**config.mk**
```make
export PLATFORM = sky130hd
export DESIGN_NAME = srl64_fifo
export DESIGN_NICKNAME = d
export VERILOG_FILES = /design/src/rtl/srl64_fifo.sv
export SDC_FILE = /design/constraint.sdc
export NUM_CORES = 1
export LEC_CHECK = 0
export BUFFER_PORTS_ARGS = -buffer_cell sky130_fd_sc_hd__buf_2
export CORE_MARGIN = 2
export CORE_UTILIZATION = 50
export CTS_CLUSTER_DIAMETER = 150
export DETAILED_ROUTE_END_ITERATION = 7
export PLACE_DENSITY = 0.68
export SYNTH_ARGS = -nofsm -noshare
export SYNTH_HDL_FRONTEND = slang
export SYNTH_SLANG_ARGS = --single-unit
```
**constraint.sdc**
```tcl
create_clock -name CLK -period 39.4 [get_ports CLK]
set_input_delay 3.94 -clock CLK [delete_from_list [all_inputs] [get_ports CLK]]
set_output_delay 3.94 -clock CLK [all_outputs]
set_load 0.01 [all_outputs]
```
**src/rtl/srl64_fifo.sv**
```systemverilog
// 64-deep first-word-fall-through FIFO built as two 32-stage shift-register halves.
// Define SRL64_FIFO_ERR_FLAGS_EN to add sticky OVF/UDF error outputs.
module srl64_fifo #(
  parameter int DATA_W   = 8,
  parameter int AF_LEVEL = 60
) (
  input  logic              CLK,
  input  logic              RST_N,
  input  logic              WR_EN,
  input  logic [DATA_W-1:0] DI,
  input  logic              RD_EN,
  output logic [DATA_W-1:0] DO,
  output logic              EMPTY,
  output logic              FULL,
  output logic              ALMOST_FULL,
  output logic [6:0]        COUNT,
  output logic [DATA_W-1:0] Q63
`ifdef SRL64_FIFO_ERR_FLAGS_EN
  ,
  output logic              OVF,
  output logic              UDF
`endif
);

  logic [DATA_W-1:0] lower_q [32];
  logic [DATA_W-1:0] upper_q [32];
  logic [6:0]        count_q, count_d;
  logic              wr_ok, rd_ok;
  logic [5:0]        rd_addr;

  assign EMPTY       = (count_q == 7'd0);
  assign FULL        = (count_q == 7'd64);
  assign ALMOST_FULL = (count_q >= 7'(AF_LEVEL));
  assign COUNT       = count_q;
  assign Q63         = upper_q[31];

  // A push at FULL is only accepted when a pop frees the slot in the same edge.
  assign wr_ok = WR_EN & (~FULL | RD_EN);
  assign rd_ok = RD_EN & ~EMPTY;

  // Head lives at stage COUNT-1; the top address bit picks the half like the F7 mux.
  assign rd_addr = 6'(count_q - 7'd1);
  assign DO      = rd_addr[5] ? upper_q[rd_addr[4:0]] : lower_q[rd_addr[4:0]];

  always_comb begin
    count_d = count_q;
    if (wr_ok && !rd_ok)      count_d = count_q + 7'd1;
    else if (rd_ok && !wr_ok) count_d = count_q - 7'd1;
  end

  // NOTE: storage has no reset, exactly like SRL primitives; EMPTY hides stale words.
  always_ff @(posedge CLK) begin
    if (wr_ok) begin
      lower_q[0] <= DI;
      for (int k = 1; k < 32; k++) lower_q[k] <= lower_q[k-1];
      upper_q[0] <= lower_q[31];
      for (int k = 1; k < 32; k++) upper_q[k] <= upper_q[k-1];
    end
  end

  // NOTE: sequential state uses non-blocking assignments so every register samples pre-edge values.
  always_ff @(posedge CLK or negedge RST_N) begin
    if (!RST_N) count_q <= 7'd0;
    else        count_q <= count_d;
  end

`ifdef SRL64_FIFO_ERR_FLAGS_EN
  logic ovf_q, udf_q;

  always_ff @(posedge CLK or negedge RST_N) begin
    if (!RST_N) begin
      ovf_q <= 1'b0;
      udf_q <= 1'b0;
    end else begin
      if (WR_EN && FULL && !RD_EN) ovf_q <= 1'b1;
      if (RD_EN && EMPTY)          udf_q <= 1'b1;
    end
  end

  assign OVF = ovf_q;
  assign UDF = udf_q;
`endif

endmodule

```
==> flow_metrics.env, run 1 <==
export IMPL_cp_arrival_ns=4.37
export IMPL_cts_setup_buffers=0
export IMPL_hp_class="register to register"
export IMPL_syn_avg_cell_area_um2=20.49
export IMPL_vdd_drop_max_uv=54.54
export IMPL_die_x_um=205.6
export IMPL_postRouteAntennaNets=0
export IMPL_wire_per_inst_um=21.89
export IMPL_fp_coreArea_um2=39910
export IMPL_yosys_area_top_type_share_pct=75.65
export IMPL_antennaDiodeCount=0
export IMPL_max_slew_margin_pct=26.29
export IMPL_path_class="register to primary output"
export IMPL_final_min_clock_period_ns=8.311
export IMPL_r2r_start="COUNT[0]"
export IMPL_slew_viol_final=0
export IMPL_rsz0062_at_grt="no"
export IMPL_holdCritStartpoint="lower_q[16][3]"
export IMPL_grt_max_degree=190
export IMPL_antenna_found_initial=0
export IMPL_drt_initial_drc_count=1056
export IMPL_synth_edf_count=512
export IMPL_cts_sinks=519
export IMPL_cts_buffers=52
export IMPL_outcome="finished clean"
export IMPL_htreeDepth=2
export IMPL_reg2reg_to="upper_q[27][2]"
export IMPL_netlist_instances=992
export IMPL_grt_use_total_pct=17.41
export IMPL_yosysSeqAreaShare_pct=76.51
export IMPL_row_count=73
export IMPL_power_frac_seq_pct=39.8
export IMPL_start_kind="register"
export IMPL_start_util_pct=50.92
export IMPL_die_h_um=205.6
export IMPL_drv_cap=0
export IMPL_setup_viol=0
export IMPL_cts_hold_buffers=0
export IMPL_synth_largest_area_cell="edfxtp_1"
export IMPL_fin_cells=1616
export IMPL_pin_count=38
export IMPL_overflow=0
export IMPL_hold_depth=0
export IMPL_reg2reg_slack_ns=34.52
export IMPL_cts_buffer_depth=3
export IMPL_finalClockSkew_ns=0.02271
export IMPL_nets=1067
export IMPL_clock_power_share_pct=27.2
export IMPL_p_leak_nw=7.846
export IMPL_insertion_delay_ns=0.58
export IMPL_cts_root_buf="clkbuf_16"
export IMPL_switchingPower_mw=0.5466
export IMPL_via_count=9282
export IMPL_wl_mm=35.38
export IMPL_fmax_mhz=120.3
export IMPL_yosys_top_cells_area="edfxtp_1 76%, mux4_2 14%, o22ai_1 2.0%"
export IMPL_grt_pass1_wl_mm=55.82
export IMPL_synth_cell_area_um2=20320
export IMPL_yosysWarnings=0
export IMPL_gp_congestion=0.7077
export IMPL_portBuffers=37
export IMPL_ys_ff_latch=519
export IMPL_dr_pass1_iters=5
export IMPL_die_area_um2=42280
export IMPL_fin_setup_tns_ns=0
export IMPL_power_frac_comb_pct=33.1
export IMPL_cts_resized=0
export IMPL_hold_violations=0
export IMPL_fin_hold_ws_ns=0.4316
export IMPL_drc_errors=0
export IMPL_path_clk_slew_ns=0.06
export IMPL_cts_tree="yes"
export IMPL_ff2ff_path_depth=7
export IMPL_synthArstFlopShare_pct=1.349
export IMPL_fin_crit_sh_pct=21.09
export IMPL_swShare_pct=31.81
export IMPL_ys_flop_type="edfxtp_1"
export IMPL_synth_nets=1008
export IMPL_tightest_slew_ns=1.106
export IMPL_grt_pass1_vias=9615
export IMPL_synth_cell_type_count=38
export IMPL_worstHoldEndpoint="lower_q[17][3]"
export IMPL_detail_route_vias_per_cell=5.744
export IMPL_power_density_nw_per_um2=75.94
export IMPL_dp_hpwl_mm=19.17
export IMPL_required_ns=35.46
export IMPL_layout_drive_gt1_share_pct=24.75
export IMPL_placed_cells=1522
export IMPL_intPower_mw=1.172
export IMPL_crit_fanout=51
export IMPL_area_growth_pct=11.35
export IMPL_end_kind="primary output"
-- cell type report --
class / count / area, um^2
fillers: 2938 / 17280
clock buffers: 58 / 1345
inverters: 133 / 499.2
repair buffers: 52 / 310.3
clock inverters: 36 / 256.5
multi-input cells: 293 / 4009
flip-flops and latches: 519 / 15550
well taps: 525 / 656.9
-- cell usage after synthesis (4+ instances only) --
library cell and instances:
edfxtp_1 512, mux4_2 128, inv_1 95, o22ai_1 64, clkinv_1 38, buf_2 24, o21ai_0 22, o21ai_1 12
buf_6 11, nor2_1 10, nand4_1 9, dfrtp_1 7, buf_4 6, clkbuf_1 5, nand2_1 5, xnor2_1 5
xor2_1 5, ha_1 4
-- through the flow --
stage	instance area (um^2)	setup slack (ns)	power (mW)	utilization (%)
finish	22630	31.09	1.719	56.70
global route	22630	30.76	1.809	56.70
CTS	22630	30.92	1.745	56.70
detailed placement	21030	31.55	1.274	52.68
global placement	21030	31.61	1.267	52.68
floorplan	20320	7.998	1.141	-
-- layout by cell type, fill, tap and decap left out, drive strengths merged, types with 3 or more instances in the layout --
master / synthesis / layout
edfxtp: 512 / 512
a21oi: 5 / 5
o21ai: 34 / 34
bufinv: 0 / 3
o22ai: 64 / 64
clkbuf: 5 / 58
dfrtp: 7 / 7
mux4: 128 / 128
buf: 42 / 52
xor2: 5 / 5
nand2: 5 / 5
nor2: 11 / 11
xnor2: 5 / 5
ha: 4 / 4
inv: 95 / 97
nand4: 9 / 9
clkinv: 38 / 68
-- flip-flops by register name (all words and copies together) (netlist names) --
signal / cells
COUNT: 7
lower_q: 256
upper_q: 256
-- layer usage --
| layer | global-route usage, % | part of all wire, % |
|---|---|---|
| met4 | 4.471 | 2.0 |
| met3 | 3.484 | 5.1 |
| met5 | 0 | 0 |
| met2 | 25.73 | 46 |
| met1 | 26.85 | 47 |
-- power by group through the flow --
stage                     Combinational (mW)  Clock [mW]  Sequential [mW]
after global placement                 0.573           0            0.693
final                                  0.569       0.467            0.683
after detailed placement               0.579           0            0.695
after global routing                   0.620       0.499            0.690
after CTS                              0.582       0.479            0.684
after floorplan                        0.445           0            0.696
-- critical path, cell delays in order (launching register included) --
cell and delay, ns:
dfrtp_4 0.93, inv_1 0.21, ha_4 0.58, buf_4 0.72, mux4_2 0.41, inv_1 0.07
o22ai_1 0.07, o21ai_0 0.29, nand4_1 0.25, buf_2 0.21
-- worst max-delay path by stage --
stage / slack [ns] / from / to / cells after the start
after floorplan: 8.00 / WR_EN / COUNT[2] / 5
after global placement: 31.61 / COUNT[0] / DO[4] / 9
after detailed placement: 31.55 / COUNT[0] / DO[6] / 9
after CTS: 30.92 / COUNT[0] / DO[6] / 9
after global routing: 30.76 / COUNT[0] / DO[6] / 9
final: 31.09 / COUNT[0] / DO[6] / 9
-- cells by family after synthesis --
family,Yosys count,share of synthesized area [%]
compound gates,113,3.651
xor+xnor,10,0.4309
fa+ha+maj,4,0.2463
buf+inv,180,3.989
flops,519,76.51
mux,128,14.18
simple gates,38,0.9851
Note: power is estimated with default switching activity, not from simulation.
==> run 2: changes to the inputs <==
- ABC_AREA: default -> 1
- PLACE_DENSITY: 0.68 -> 0.66
- clock period: 39.4 -> 8.3 ns (I/O delays scaled with it)
==> flow_metrics.env, run 2 <==
export IMPL_vdd_drop_max_uv=299.2
export IMPL_fin_crit_sh_pct=64.81
export IMPL_via_count=13810
export IMPL_rsz0062_at_grt="no"
export IMPL_antenna_found_initial=0
export IMPL_fp_coreArea_um2=43080
export IMPL_drc_errors=0
export IMPL_yosys_top_cells_count="662 x nand2_1, 512 x edfxtp_1, 368 x nand3_1, 192 x inv_1, 68 x buf_2"
export IMPL_synth_edf_count=512
export IMPL_detail_route_vias_per_cell=5.325
export IMPL_cts_sinks=519
export IMPL_slew_viol_final=0
export IMPL_path_clk_slew_ns=0.07
export IMPL_cp_arrival_ns=4.55
export IMPL_dpl_instance_area_um2=22480
export IMPL_cts_hold_buffers=0
export IMPL_grt_use_total_pct=20.05
export IMPL_p_total_mw=9.187
export IMPL_insertion_delay_ns=0.60
export IMPL_synth_nets=1981
export IMPL_layout_drive_gt1_share_pct=7.221
export IMPL_netlist_instances=1965
export IMPL_gp_congestion=0.7561
export IMPL_cts_buffer_depth=3
export IMPL_htreeDepth=2
export IMPL_fin_cells=2593
export IMPL_start_kind="register"
export IMPL_postRouteAntennaNets=0
export IMPL_crit_fanout=91
export IMPL_synth_largest_area_cell="edfxtp_1"
export IMPL_yosysWarnings=0
export IMPL_design_area_um2=24230
export IMPL_setup_ws_ns=2.921
export IMPL_synthArstFlopShare_pct=1.349
export IMPL_antennaDiodeCount=0
export IMPL_row_count=76
export IMPL_syn_avg_cell_area_um2=11.11
export IMPL_synth_cell_type_count=29
export IMPL_setup_viol=0
export IMPL_fmax_mhz=185.9
export IMPL_nets=1982
export IMPL_required_ns=7.47
export IMPL_dp_hpwl_mm=22.59
export IMPL_placed_cells=2496
export IMPL_place_ws_ns=3.610
export IMPL_synth_cell_area_um2=21830
export IMPL_grt_max_degree=207
export IMPL_yosysMostFrequentCell="nand2_1"
export IMPL_final_cell_mix="661 x nand2_1, 512 x edfxtp_1, 368 x nand3_1"
export IMPL_final_min_clock_period_ns=5.379
export IMPL_dr_pass1_iters=6
export IMPL_fin_setup_tns_ns=0
export IMPL_ys_flop_type="edfxtp_1"
export IMPL_die_h_um=213.0
export IMPL_yosys_top_cells_area="edfxtp_1 70%, nand2_1 11%, nand3_1 8.4%"
export IMPL_p_leak_nw=9.851
export IMPL_ys_ff_latch=519
export IMPL_grt_pass1_wl_mm=71.88
export IMPL_pin_count=38
export IMPL_cts_setup_buffers=0
export IMPL_outcome="finished clean"
export IMPL_hold_violations=0
export IMPL_wire_per_inst_um=17.02
export IMPL_path_class="register to primary output"
export IMPL_fillers=3520
export IMPL_mostFrequentLayoutCell="nand2_1"
export IMPL_end_kind="primary output"
export IMPL_yosys_area_top_type_share_pct=70.43
export IMPL_yosysSeqAreaShare_pct=71.23
export IMPL_cts_resized=0
export IMPL_cts_root_buf="clkbuf_16"
export IMPL_die_x_um=213.0
export IMPL_area_growth_pct=11.00
export IMPL_cts_tree="yes"
export IMPL_cts_buffers=53
export IMPL_drt_initial_drc_count=1490
export IMPL_power_density_nw_per_um2=379.1
export IMPL_tightest_slew_ns=1.119
export IMPL_wl_mm=44.13
export IMPL_drv_cap=0
export IMPL_portBuffers=37
export IMPL_start_util_pct=50.68
export IMPL_grt_pass1_vias=13540
export IMPL_finalClockSkew_ns=0.02464
export IMPL_max_slew_margin_pct=25.37
export IMPL_die_area_um2=45350
export IMPL_overflow=0
export IMPL_hp_class="primary input to async pin"
-- run 2: changes by cell type after synthesis, moves of 29 or more --
cell      before  now
nand2_1        5  662
buf_2         24   68
mux4_2       128    0
nor2_1        10   39
o22ai_1       64    1
inv_1         95  192
nand3_1        2  368
clkinv_1      38    1
-- run 2: through the flow --
step | utilization, % | hold WS [ns]
after floorplan | - | 0.4207
after global placement | 51.99 | 0.4257
after detailed placement | 52.18 | 0.4317
after CTS | 56.25 | 0.02518
after global routing | 56.25 | 0.03369
final | 56.25 | 0.04739
-- run 2: cell families after synthesis --
logic type                 count (synthesis)  share of synthesized area (%)
and+or+nand+nor                         1073                          20.60
DFF                                      519                          71.23
buffers and inverters                    306                          5.863
AOI/OAI and AO/OA                         57                          1.645
xor gates and xnor gates                   6                         0.4299
adders and majority gates                  4                         0.2293
-- run 2: path summary, 6_finish.rpt --
path	startpoint	endpoint	slack, ns	depth (start not counted)
worst max-delay path	COUNT[0]	DO[4]	2.92	12
worst min-delay path	RST_N	COUNT[5]	0.05	1
worst max register to register	COUNT[0]	lower_q[16][4]	4.66	7
worst min register to register	upper_q[7][7]	upper_q[8][7]	0.44	0
max in group asynchronous	RST_N	COUNT[0]	8.08	1
min in group CLK	DI[5]	lower_q[0][5]	0.41	1
-- run 2: power by group --
part | switching, mW | internal [mW] | total [mW]
clock | 0.996 | 1.43 | 2.43
combinational | 2.49 | 1.07 | 3.57
sequential | 0.121 | 3.07 | 3.19
-- run 2: layout make-up --
cell class	instances	area (um^2)	share of cell area (%)
Sequential cell	519	15550	64.19
Clock buffer	62	1381	5.700
Inverter	199	754.5	3.114
Multi-Input combinational cell	1140	5047	20.83
Clock inverter	35	372.9	1.539
Tap cell	585	732.0	3.021
Timing Repair Buffer	53	390.4	1.611
-- run 2: routing by layer --
layer  global-route usage [%]  up-vias  wire [um]
met5                        0        -          0
met2                    30.74      413      20090
met3                    3.883       80       2724
li1                         -     6643          -
met4                    6.028        0        962
met1                    29.21     6671      20350
-- run 2: worst max-delay path, cell delays in order, from the launching register on --
cell and delay, ns:
dfrtp_4 0.61, inv_6 0.47, buf_4 0.75, buf_4 0.86, nand2_1 0.10, nand2_1 0.10
nand2_1 0.05, nand3_1 0.10, nand3_1 0.10, nand3_1 0.09, nand3_1 0.18, nand2_1 0.22
buf_2 0.16
